**src/rtl/adsr_envelope_if.sv**
```systemverilog
// adsr_envelope_if: control, data and status bundle of the ADSR envelope stage.
//   master : the voice controller / ROM side. It drives sample_tick, gate, the rates,
//            sustain_level and sample_in, and it observes the envelope outputs.
//   slave  : the envelope stage itself. It consumes the inputs and drives sample_out,
//            out_valid, env_level, env_state and busy.
interface adsr_envelope_if #(
  parameter int unsigned DATA_BITS = 12,
  parameter int unsigned ENV_BITS  = 16
);
  logic                 sample_tick;
  logic                 gate;
  logic [ENV_BITS-1:0]  attack_rate;
  logic [ENV_BITS-1:0]  decay_rate;
  logic [ENV_BITS-1:0]  sustain_level;
  logic [ENV_BITS-1:0]  release_rate;
  logic [DATA_BITS-1:0] sample_in;
  logic [DATA_BITS-1:0] sample_out;
  logic                 out_valid;
  logic [ENV_BITS-1:0]  env_level;
  logic [2:0]           env_state;
  logic                 busy;

  modport master (
    output sample_tick, gate, attack_rate, decay_rate, sustain_level, release_rate, sample_in,
    input  sample_out, out_valid, env_level, env_state, busy
  );

  modport slave (
    input  sample_tick, gate, attack_rate, decay_rate, sustain_level, release_rate, sample_in,
    output sample_out, out_valid, env_level, env_state, busy
  );
endinterface

```
**src/rtl/adsr_envelope.sv**
```systemverilog
// adsr_envelope: attack/decay/sustain/release amplitude envelope for one voice.
// The stage scales offset-binary ROM samples by the current envelope level and
// returns them in the same offset-binary format.
//
// Ports:
//   clk : system clock
//   rst : asynchronous, active-high reset
//   bus : adsr_envelope_if.slave. Its inputs are sample_tick, gate, attack_rate, decay_rate,
//         sustain_level, release_rate and sample_in. Its outputs are sample_out, out_valid,
//         env_level, env_state (IDLE=0, ATTACK=1, DECAY=2, SUSTAIN=3, RELEASE=4) and busy.
//
// Configuration macro:
//   ADSR_EXP_RELEASE_EN : when defined, each RELEASE step subtracts
//                         (env >> release_rate[3:0]) + 1, which gives an exponential release.
//                         When undefined, each step subtracts release_rate, which gives a
//                         linear release.
//
// Timing: a sample tick that arrives in cycle t updates env and state in t+1. The scaled
// sample for that tick uses the envelope value from before the update. It appears in
// t+2 together with a one-cycle out_valid pulse.
module adsr_envelope #(
  parameter int unsigned DATA_BITS = 12,
  parameter int unsigned ENV_BITS  = 16
) (
  input logic            clk,
  input logic            rst,
  adsr_envelope_if.slave bus
);

  localparam int unsigned ProdBits = DATA_BITS + ENV_BITS + 1;
  localparam logic [ENV_BITS-1:0]  EnvMax = '1;
  localparam logic [DATA_BITS-1:0] Mid    = {1'b1, {(DATA_BITS-1){1'b0}}};
  localparam logic [ENV_BITS:0]    One    = (ENV_BITS+1)'(1);

  typedef enum logic [2:0] {
    StIdle    = 3'd0,
    StAttack  = 3'd1,
    StDecay   = 3'd2,
    StSustain = 3'd3,
    StRelease = 3'd4
  } state_e;

  state_e              state_q;
  logic [ENV_BITS-1:0] env_q;
  logic                gate_prev_q;

  // Pipeline registers
  logic                        s1_valid_q;
  logic signed [DATA_BITS-1:0] c_q;
  logic [ENV_BITS-1:0]         env_s1_q;
  logic                        out_valid_q;
  logic [DATA_BITS-1:0]        sample_out_q;

  // Candidate next envelope values. They are one or two bits wider so that overflow
  // and underflow can be tested directly.
  logic [ENV_BITS:0]          attack_sum;
  logic signed [ENV_BITS+1:0] decay_diff;
  logic [ENV_BITS:0]          rel_step;
  logic                       rise;
  logic                       held_state;

  assign attack_sum = {1'b0, env_q} + {1'b0, bus.attack_rate};
  assign decay_diff = $signed({2'b00, env_q}) - $signed({2'b00, bus.decay_rate});

`ifdef ADSR_EXP_RELEASE_EN
  logic unused_rel_hi;
  assign unused_rel_hi = ^bus.release_rate[ENV_BITS-1:4];
  assign rel_step = {1'b0, env_q >> bus.release_rate[3:0]} + One;
`else
  assign rel_step = {1'b0, bus.release_rate};
`endif

  assign rise       = bus.gate && !gate_prev_q;
  assign held_state = (state_q == StAttack) || (state_q == StDecay) || (state_q == StSustain);

  // Envelope FSM. It advances only on sample ticks. A gate event uses up its tick
  // without moving env, and a retrigger continues from the current env.
  always_ff @(posedge clk or posedge rst) begin
    if (rst) begin
      state_q     <= StIdle;
      env_q       <= '0;
      gate_prev_q <= 1'b0;
    end else if (bus.sample_tick) begin
      gate_prev_q <= bus.gate;
      if (rise) begin
        state_q <= StAttack;
      end else if (!bus.gate && held_state) begin
        state_q <= StRelease;
      end else begin
        case (state_q)
          StIdle: env_q <= '0;
          StAttack: begin
            if (attack_sum >= {1'b0, EnvMax}) begin
              env_q   <= EnvMax;
              state_q <= StDecay;
            end else begin
              env_q <= attack_sum[ENV_BITS-1:0];
            end
          end
          StDecay: begin
            if (decay_diff <= $signed({2'b00, bus.sustain_level})) begin
              env_q   <= bus.sustain_level;
              state_q <= StSustain;
            end else begin
              env_q <= decay_diff[ENV_BITS-1:0];
            end
          end
          // Follows live changes to sustain_level
          StSustain: env_q <= bus.sustain_level;
          StRelease: begin
            if (rel_step >= {1'b0, env_q}) begin
              env_q   <= '0;
              state_q <= StIdle;
            end else begin
              env_q <= env_q - rel_step[ENV_BITS-1:0];
            end
          end
          default: begin
            env_q   <= '0;
            state_q <= StIdle;
          end
        endcase
      end
    end
  end

  // Stage 2 multiply. The signed sample times the zero-extended envelope always fits in
  // ProdBits. After the arithmetic shift the result lies in the signed DATA_BITS range.
  logic signed [ProdBits-1:0] c_ext;
  logic signed [ProdBits-1:0] env_ext;
  logic signed [ProdBits-1:0] prod;
  logic [DATA_BITS-1:0]       scaled;

  assign c_ext   = ProdBits'(c_q);
  assign env_ext = ProdBits'({1'b0, env_s1_q});
  assign prod    = c_ext * env_ext;
  assign scaled  = DATA_BITS'(prod >>> ENV_BITS);

  // The pipeline valid bits advance every cycle, so back-to-back ticks stream out with
  // no gaps. Stage 1 data is captured only on a tick.
  always_ff @(posedge clk or posedge rst) begin
    if (rst) begin
      s1_valid_q   <= 1'b0;
      c_q          <= '0;
      env_s1_q     <= '0;
      out_valid_q  <= 1'b0;
      sample_out_q <= Mid;
    end else begin
      s1_valid_q  <= bus.sample_tick;
      out_valid_q <= s1_valid_q;
      if (bus.sample_tick) begin
        // Flipping the MSB converts offset binary to two's complement
        c_q      <= bus.sample_in ^ Mid;
        env_s1_q <= env_q;
      end
      if (s1_valid_q) begin
        sample_out_q <= scaled ^ Mid;
      end
    end
  end

  assign bus.sample_out = sample_out_q;
  assign bus.out_valid  = out_valid_q;
  assign bus.env_level  = env_q;
  assign bus.env_state  = state_q;
  assign bus.busy       = (state_q != StIdle);

endmodule

```
**src/flat_wrapper.sv**
```systemverilog
// flat-port wrapper written by rule: the top's interface ports become plain ports
module adsr_envelope_flat 
#(
  parameter int unsigned DATA_BITS = 12,
  parameter int unsigned ENV_BITS  = 16
)
  (clk, rst, bus_sample_tick, bus_gate, bus_attack_rate, bus_decay_rate, bus_sustain_level, bus_release_rate, bus_sample_in, bus_sample_out, bus_out_valid, bus_env_level, bus_env_state, bus_busy);
  adsr_envelope_if #(.DATA_BITS(DATA_BITS), .ENV_BITS(ENV_BITS)) bus_i ();
  input logic clk;
  input logic rst;
  input wire logic [$bits(bus_i.sample_tick)-1:0] bus_sample_tick;
  input wire logic [$bits(bus_i.gate)-1:0] bus_gate;
  input wire logic [$bits(bus_i.attack_rate)-1:0] bus_attack_rate;
  input wire logic [$bits(bus_i.decay_rate)-1:0] bus_decay_rate;
  input wire logic [$bits(bus_i.sustain_level)-1:0] bus_sustain_level;
  input wire logic [$bits(bus_i.release_rate)-1:0] bus_release_rate;
  input wire logic [$bits(bus_i.sample_in)-1:0] bus_sample_in;
  output wire logic [$bits(bus_i.sample_out)-1:0] bus_sample_out;
  output wire logic [$bits(bus_i.out_valid)-1:0] bus_out_valid;
  output wire logic [$bits(bus_i.env_level)-1:0] bus_env_level;
  output wire logic [$bits(bus_i.env_state)-1:0] bus_env_state;
  output wire logic [$bits(bus_i.busy)-1:0] bus_busy;
  assign bus_i.sample_tick = bus_sample_tick;
  assign bus_i.gate = bus_gate;
  assign bus_i.attack_rate = bus_attack_rate;
  assign bus_i.decay_rate = bus_decay_rate;
  assign bus_i.sustain_level = bus_sustain_level;
  assign bus_i.release_rate = bus_release_rate;
  assign bus_i.sample_in = bus_sample_in;
  assign bus_sample_out = bus_i.sample_out;
  assign bus_out_valid = bus_i.out_valid;
  assign bus_env_level = bus_i.env_level;
  assign bus_env_state = bus_i.env_state;
  assign bus_busy = bus_i.busy;
  adsr_envelope #(.DATA_BITS(DATA_BITS), .ENV_BITS(ENV_BITS)) u_core (.clk(clk), .rst(rst), .bus(bus_i));
endmodule
```
**config.mk**
```make
export PLATFORM = sky130hd
export DESIGN_NAME = adsr_envelope_flat
export DESIGN_NICKNAME = d
export VERILOG_FILES = /design/src/rtl/adsr_envelope_if.sv /design/src/rtl/adsr_envelope.sv /design/src/flat_wrapper.sv
export SDC_FILE = /design/constraint.sdc
export NUM_CORES = 1
export LEC_CHECK = 0
export BUFFER_PORTS_ARGS = -buffer_cell sky130_fd_sc_hd__buf_2
export CAP_MARGIN = 10
export CORE_MARGIN = 2
export CORE_UTILIZATION = 45
export DETAILED_ROUTE_END_ITERATION = 10
export PLACE_DENSITY = 0.6
export SKIP_CTS_REPAIR_TIMING = 1
export SLEW_MARGIN = 30
export SYNTH_ARGS = -nofsm -noshare
export SYNTH_HDL_FRONTEND = slang
export SYNTH_SLANG_ARGS = --single-unit
```
**constraint.sdc**
```tcl
create_clock -name clk -period 6.4 [get_ports clk]
set_input_delay 0.96 -clock clk [delete_from_list [all_inputs] [get_ports clk]]
set_output_delay 0.96 -clock clk [all_outputs]
set_load 0.01 [all_outputs]
```
# --- After elaboration in Yosys (flattened, before gate mapping) ---
# Cells that the tools add are included.
classes:
  bitwise_logic: 4
  mul: 1
  eq_ne: 8
  n_mux: 10
  n_reduce_logical: 11
  magnitude_cmp: 3
  addsub: 3
ops:
  columns: ["op", "count"]
  rows:
  - ["case mux 16 bit (4 select lines)", 1]
  - ["two-way mux 16 bit", 3]
  - ["multiplier 12 x 17 -> 28 bit", 1]
  - ["less-or-equal comparator 18 x 17 -> 1 bit", 1]
  - ["adder 16 x 16 -> 17 bit", 1]
  - ["greater-or-equal comparator 17 x 16 -> 1 bit, second input constant", 1]
  - ["subtractor 16 x 16 -> 17 bit", 1]
  - ["greater-or-equal comparator 16 bit", 1]
  - ["subtractor 16 bit", 1]
  - ["two-way mux 3 bit", 5]
  - ["case mux 3 bit (4 select lines)", 1]
  - ["inequality test 4 x 3 -> 1 bit, second input constant", 2]
  - ["== test 3 x 2 -> 1 bit, second input constant", 2]
  - ["AND reduction 5 bit", 1]
  - ["inequality test 4 x 1 -> 1 bit, second input constant", 1]
  - ["inverter 1 bit", 4]
  - ["== test 3 x 1 -> 1 bit, second input constant", 1]
  - ["== test 3 bit, second input constant", 1]
  - ["logical NOT 3 bit", 1]
  - ["inequality test 3 x 1 -> 1 bit, second input constant", 1]
  - ["AND reduction 3 bit", 1]
  - ["nonzero test 3 bit", 1]
  - ["logical AND 1 bit", 2]
  - ["logical NOT 1 bit", 2]
  - ["other kinds (2)", 3]
totals:
  inputBits: 80
  word_cells: 48
  output_inout_bits: 33
  regBits: 62

# --- Depth between registers and ports, before layout ---
# Gate-level depths: netlist of run 1.
depth:
  ltp_word: 6
  mapped_depth: 23
  depth_no_buf: 23

# --- Worst setup path before layout of run 1 ---
# OpenSTA, ideal clock, no wires.
synth_timing:
  path_type: "reg-to-reg"
  from: "register u_core.c_q[3]"
  to: "register u_core.sample_out_q[9] (netlist: u_core.bus.sample_out[9])"
  arrival_time_ns: 5.538
  path_stages_with_launch: 23
  synth_period_minus_slack_ns: 5.662
  setup_slack_ns: 0.738
  path_buffers: 2
  setup_ns: 0.125
  required_ns: 6.275
  cell_sequence: "dfrtp_1 > clkbuf_1 > clkbuf_1 > nand2_1 > fa_1 > fa_1 > inv_1 > fa_1 > fa_1 > inv_1 > fa_1 > inv_1 > ha_1 > o21ai_0 > nor2_1 > a21oi_1 > and2_1 > o21ai_0 > a41o_1 > a21o_1 > a21oi_1 > xnor2_1 > mux2_2"
synth_between:
  elab_chain_len: 1
synth_rtl:
  columns: ["element", "line_no", "source"]
  rows:
  - ["from (decl)", "adsr_envelope.sv:49", "logic signed [DATA_BITS-1:0] c_q;"]
  - ["from (signal assigned)", "adsr_envelope.sv:153", "c_q <= bus.sample_in ^ Mid;"]
  - ["multiplier 12 x 17 -> 28 bit", "adsr_envelope.sv:136", "assign prod = c_ext * env_ext;"]
  - ["to (signal assigned)", "adsr_envelope.sv:147", "sample_out_q <= Mid;"]
  - ["to (signal assigned)", "adsr_envelope.sv:157", "sample_out_q <= scaled ^ Mid;"]
  - ["to (decl)", "adsr_envelope.sv:52", "logic [DATA_BITS-1:0] sample_out_q;"]
# No other way between the ends.
# A chain may end at the register's enable or synchronous reset.

# --- Worst setup path in the final report of run 1 ---
layout_timing:
  from: "register u_core.c_q[11]"
  to: "register u_core.sample_out_q[9] (netlist: u_core.bus.sample_out[9])"
# Same word-level chain as after synthesis.

==> results of run 1 <==
## worst max-delay path, stage by stage (launching register included)
cell	delay, ns
dfrtp_2	0.52
inv_1	0.20
nor2_1	0.19
fa_1	0.45
fa_1	0.47
fa_1	0.51
fa_1	0.54
inv_1	0.05
fa_1	0.52
inv_1	0.04
ha_1	0.28
o21ai_0	0.30
nor2_1	0.09
a21oi_1	0.19
and2_1	0.21
o21ai_1	0.19
a41o_1	0.33
a21o_1	0.21
a21oi_1	0.17
xnor2_1	0.08
mux2_2	0.26
## power breakdown
group | leakage (uW) | total, uW | switching (uW) | internal [uW]
Combinational | 0.00562 | 6210 | 3440 | 2770
Clock | 0.000129 | 465 | 191 | 274
Sequential | 0.000779 | 902 | 343 | 559
Total | 0.00653 | 7580 | 3970 | 3600
## state kept, by name, indices dropped and copies added, names as in the netlist
name / count
u_core.bus.env_level: 16
u_core.s1_valid_q: 1
u_core.bus.out_valid: 1
u_core.bus.sample_out: 12
u_core.c_q: 12
u_core.bus.env_state: 3
u_core.env_s1_q: 16
u_core.gate_prev_q: 1
## layout make-up
cell class	instances	area, sq um	share of cell area, %
antenna	1	2.50	0.0197
clock buffer	12	246	1.94
clock inverter	4	32.5	0.256
inverter	235	882	6.94
multi-input combinational	957	8860	69.7
sequential	62	1560	12.3
tap	330	413	3.25
timing repair buffer	132	711	5.59
## kinds of logic after synthesis
family,after synthesis,share of synthesized area (%)
buf+inv,282,9.31
mux,55,5.31
compound gates,217,12.9
xor+xnor,51,3.89
fa+ha+maj,283,40.1
simple gates,351,14.9
flops,62,13.5
## layer usage
metal / track usage (%) / vias to the layer above
li1: - / 4478
met1: 31.1 / 4470
met2: 39.9 / 211
met3: 2.65 / 41
met4: 5.42 / 2
met5: 0 / -
## how the worst min path moves through the flow
| stage | start | endpoint | slack, ns |
|---|---|---|---|
| 2_1_floorplan | u_core.s1_valid_q | u_core.bus.out_valid | 0.43 |
| 3_3_place_gp | u_core.bus.sample_out[8] | u_core.bus.sample_out[8] | 0.48 |
| 3_5_place_dp | u_core.bus.sample_out[1] | u_core.bus.sample_out[1] | 0.49 |
| 4_1_cts | u_core.bus.sample_out[1] | u_core.bus.sample_out[1] | 0.50 |
| 5_1_grt | u_core.bus.sample_out[1] | u_core.bus.sample_out[1] | 0.51 |
| 6_report | u_core.bus.sample_out[1] | u_core.bus.sample_out[1] | 0.50 |
## cells in the final DEF (no fill, tap or decap), drive strengths merged, types with 7 or more instances in the layout
cell,Yosys,routed
a21oi,67,67
inv,235,235
fa,142,142
clkbuf,42,12
o21a,11,11
mux2,44,44
o21ai,40,40
xnor2,34,34
mux2i,11,11
nand4,15,15
a221oi,7,7
nand2,137,137
xor2,17,17
nand2b,12,12
nand3,12,12
and2,68,68
and3,7,7
dfrtp,61,61
o21bai,7,7
buf,5,132
a31oi,9,9
nor3,15,15
a21o,18,18
nor2,60,60
ha,141,141
## per-stage QoR
step | area (sq um) | utilization [%] | setup slack, ns
after floorplan | 11500 | - | 0.738
after global placement | 12400 | 49.5 | 0.254
after detailed placement | 12400 | 49.5 | 0.208
after CTS | 12700 | 50.6 | 0.161
after global routing | 12700 | 50.6 | 0.00570
final | 12700 | 50.6 | 0.495
==> summary.txt, run 1 <==
Flow run
  • Max-cap viol count: 0

Clock network
  • CTS H-tree lvls: 3
  • Clk buf depth: 2
  • Clock root buffer: clkbuf_16
  • Reg clk slew, reported paths: 0.06 ns
  • TritonCTS Buffers: 9
  • Clk_lat worst skew: 0.34 ns
  • Sink Count: 62
  • TritonCTS clock tree: done

Hold path
  • Type of the most critical hold path: reg -> reg
  • Hold depth: 1

Synthesis
  • Synth warn: 0
  • Yosys cell types: 72
  • Fraction of registers with async set/reset: 100%
  • Synth area leader: fa_1
  • Number of synthesized flops with an enable pin: 0
  • Sequential fraction of the synthesis area: 13.5%
  • Syn Area/Cell: 8.82 sq um
  • Syn_nets: 1664
  • Cell with the most instances after synthesis: inv_1
  • Share of the synthesized area in the top cell type: 24.8%
  • Synthesis-stage register bit count: 62
  • Mapped cell area: 11500 sq um
  • Post-Syn Instances: 1301
  • Dominant synthesized flop cell: dfrtp_1
  • Commonest cells post-synth: 235 x inv_1, 142 x fa_1, 141 x ha_1
  • Synth top area cells: fa_1 25%, ha_1 15%, dfrtp_1 13%

Timing
  • # setup viols final: 0
  • Min Tclk post-route: 5.90 ns
  • Slew Limit Headroom: 43.4%
  • Fmax: 169 MHz
  • Total negative slack: 0 ns
  • Min Hold Slack: 0.498 ns
  • Least-Margin Pin Slew: 0.849 ns
  • RSZ-0062 raised after global routing: no
  • Max Clock Skew: 0.00691 ns
  • Final Cycle Share: 92.3%
  • Final number of hold-violating endpoints: 0
  • Slew Limit Fails: 0

Critical path
  • Required time of the critical path: 6.62 ns
  • Crit path launch type: flop
  • Crit path DAT: 6.13 ns
  • Worst setup endpoint: u_core.bus.sample_out[9]
  • Worst R2R End: u_core.bus.sample_out[9]
  • Setup crit start: u_core.c_q[11]
  • Worst Setup Path Type: reg -> reg
  • R2R Path Start: u_core.c_q[11]
  • Worst Setup End Kind: flop
  • Worst-path fanout max: 7
  • Reg2Reg Depth: 20
  • R2r setup slk: 0.50 ns

Global route
  • Largest net degree at the start of global routing: 63
  • Antenna violations before repair: 2
  • Overall fraction of global-route tracks in use: 23.1%
  • Global-route wire length before repair: 48700 um
  • Vias in the first global route: 9452
  • Grt ovf: 0

Final layout
  • FILL cells: 2480
  • Non-filler instance count after layout: 1733
  • Area Growth Syn to Fin: 10.7%
  • Layout net count: 1760
  • Layout cells sized above 1: 15.5%

Floorplan
  • Die Y: 164 um
  • Starting Density: 45.7%
  • Core area: 25100 sq um
  • Total die area: 26800 sq um
  • Row count: 58
  • I/O pin count: 113
  • Die Span X: 164 um

Power
  • Pwr Density: 596 nW/um^2
  • Pwr Total: 7580 uW
  • Peak VDD IR: 0.450 mV
  • LEAKAGE: 0.00653 uW

Drt
  • DR DRC count: 0
  • Top Metal Used: met5
  • Drt wl/cell: 16.8 um
  • Vias: 9202
  • Drt pass-1 iters: 5
  • Initial DRC Count: 511
  • Met1 wire length: 13300 um
  • Via-to-Cell Ratio: 5.31
  • Final ANT Viol Nets: 0
  • Met2 Wirelength: 14000 um
  • Met3 Wirelength: 1180 um
  • Total wire length: 29100 um

Placement
  • Buffers added on ports: 112
  • DP HPWL: 24100 um
  • Placed insts: 1716
  • Routability Congestion: 0.924

Run status
  • Status: finished clean
(Power assumes the default switching activity.)
==> run 2: changes to the inputs <==
- BUFFER_PORTS_ARGS: -buffer_cell sky130_fd_sc_hd__buf_2 -> default
- CORE_ASPECT_RATIO: default -> 1.75
- DONT_BUFFER_PORTS: default -> 1
- PLACE_DENSITY: 0.6 -> 0.57
==> summary.txt, run 2 (synthesized netlist as in run 1, its figures left out) <==
Run status
  • Status: finished clean

Flow run
  • Max-cap viol count: 0 (unchanged)

Global route
  • Busiest layer in global routing: met2
  • Overall fraction of global-route tracks in use: 24.6% (+1.5 points)
  • Grt ovf: 0 (unchanged)
  • Met1 Use GR: 22.5% (-8.6 points)
  • Met3 Resource Use GR: 2.32% (-0.34 points)
  • Global-route wire length before repair: 51600 um (+6.0%)
  • Largest net degree at the start of global routing: 63 (unchanged)
  • Vias in the first global route: 10043 (+6.3%)
  • Antenna violations before repair: 0 (-2)
  • GR Util met2: 51.5% (+12 points)

Drt
  • Final ANT Viol Nets: 0 (unchanged)
  • Drt pass-1 iters: 5 (unchanged)
  • Drt wl/cell: 19.7 um (+17%)
  • Via-to-Cell Ratio: 5.60 (+5.4%)
  • Vias: 9019 (-2.0%)
  • Total wire length: 31700 um (+8.8%)
  • Initial DRC Count: 285 (-44%)
  • DR DRC count: 0 (unchanged)

Final layout
  • Layout net count: 1653 (-6.1%)
  • N_diodes: 0 (-1)
  • Layout cells sized above 1: 7.95% (-7.5 points)
  • Most frequent cells in the layout: 234 x inv_1, 142 x fa_1, 141 x ha_1, 137 x nand2_1, 68 x and2_1
  • Area Growth Syn to Fin: 6.27%
  • Commonest non-fill, non-tap cell in the layout: inv_1
  • Fin util: 48.5% (-2.1 points)

Floorplan
  • Total die area: 26900 sq um (+0.19%)
  • I/O pin count: 113 (unchanged)
  • Starting Density: 45.7% (-0.066 points)
  • Die Y: 215 um (+31%)
  • Die Span X: 125 um (-24%)
  • Row count: 77 (+33%)
  • Core area: 25100 sq um (+0.14%)

Timing
  • Least-Margin Pin Slew: 0.929 ns (+0.0807 ns)
  • Min Hold Slack: 0.530 ns (+0.0324 ns)
  • Final number of hold-violating endpoints: 0 (unchanged)
  • Fmax: 169 MHz (-0.14%)
  • Min Tclk post-route: 5.91 ns (+0.00835 ns)
  • RSZ-0062 raised after global routing: no
  • Slew Limit Fails: 0 (unchanged)
  • Slew Limit Headroom: 37.8% (-5.6 points)
  • Total negative slack: 0 ns (unchanged)
  • # setup viols final: 0 (unchanged)
  • Final Cycle Share: 92.4% (+0.13 points)
  • Max Clock Skew: 0.0110 ns (+0.00410 ns)

Critical path
  • R2r setup slk: 0.49 ns (about the same)
  • Worst Setup End Kind: flop
  • Crit path launch type: flop
  • Worst Setup Path Type: reg -> reg
  • Worst-path fanout max: 13 (+6)
  • Required time of the critical path: 6.64 ns (+0.02 ns)
  • Crit path DAT: 6.15 ns (+0.02 ns)

Placement
  • Buffers added on ports: 0 (-100%)
  • DP HPWL: 27200 um (+13%)
  • Routability Congestion: 0.904 (-2.1%)

Clock network
  • Clk_lat worst skew: 0.36 ns (+0.02 ns)
  • CTS H-tree lvls: 3 (unchanged)
  • TritonCTS Buffers: 9 (unchanged)
  • TritonCTS clock tree: done
  • Clock root buffer: clkbuf_16
  • Clk buf depth: 2 (unchanged)
  • Sink Count: 62 (unchanged)
  • Reg clk slew, reported paths: 0.06 ns (about the same)

Hold path
  • Type of the most critical hold path: reg -> reg
## run 2: changes by cell type in the layout (fill, tap and decap cells not counted), sizes merged
cell,previous run,this run
diode,1,0
bufinv,0,2
clkbuf,12,9
inv,235,236
buf,132,25
## run 2: per-layer routing
metal  wire length (um)  share of wire, %  up-vias
met5                  0                 0        -
met4               1630               5.1        0
met3                812               2.6       73
met2              18800                59      209
met1              10400                33     4476
li1                   -                 -     4261
## run 2: worst max-delay path, stage by stage, from the launching register on
cell and delay [ns]:
dfrtp_1 0.62, nand2_1 0.15, fa_1 0.55, inv_1 0.05, fa_1 0.50, fa_1 0.52, fa_1 0.54, inv_1 0.05
fa_1 0.52, inv_1 0.04, ha_1 0.27, o21ai_0 0.27, nor2_1 0.08, a21oi_1 0.18, and2_1 0.24, o21ai_1 0.18
a41o_1 0.31, a21o_1 0.20, a21oi_1 0.17, xnor2_1 0.08, mux2_2 0.26
## run 2: final timing paths
| path | startpoint | end | cells after the start |
|---|---|---|---|
| min | u_core.bus.sample_out[11] | u_core.bus.sample_out[11] | 2 |
| max in group asynchronous | rst | u_core.env_s1_q[6] | 2 |
| min in group asynchronous | rst | u_core.gate_prev_q | 2 |
| min reg2reg | u_core.bus.sample_out[11] | u_core.bus.sample_out[11] | 2 |
| max | u_core.env_s1_q[6] | u_core.bus.sample_out[9] | 20 |
| max reg2reg | u_core.env_s1_q[6] | u_core.bus.sample_out[9] | 20 |
## run 2: per-stage QoR
step	area, sq um	setup slack, ns	std cells
floorplan	11500	0.738	1301
global placement	11900	0.368	1595
detailed placement	11900	0.321	1595
CTS	12200	0.323	1611
global route	12200	0.0740	1611
finish	12200	0.487	1611
## run 2: cell type report
type / instances / area, sq um
Fill cell: 2436 / 12900
Multi-Input combinational cell: 957 / 8860
Sequential cell: 62 / 1550
Inverter: 235 / 882
Tap cell: 316 / 395
Clock buffer: 9 / 225
Timing Repair Buffer: 25 / 188
Clock inverter: 7 / 97.6
Power of run 2 is left out: the tool's default activity adds up to more than one toggle a clock period on the data nets, which glitch-free logic cannot reach.
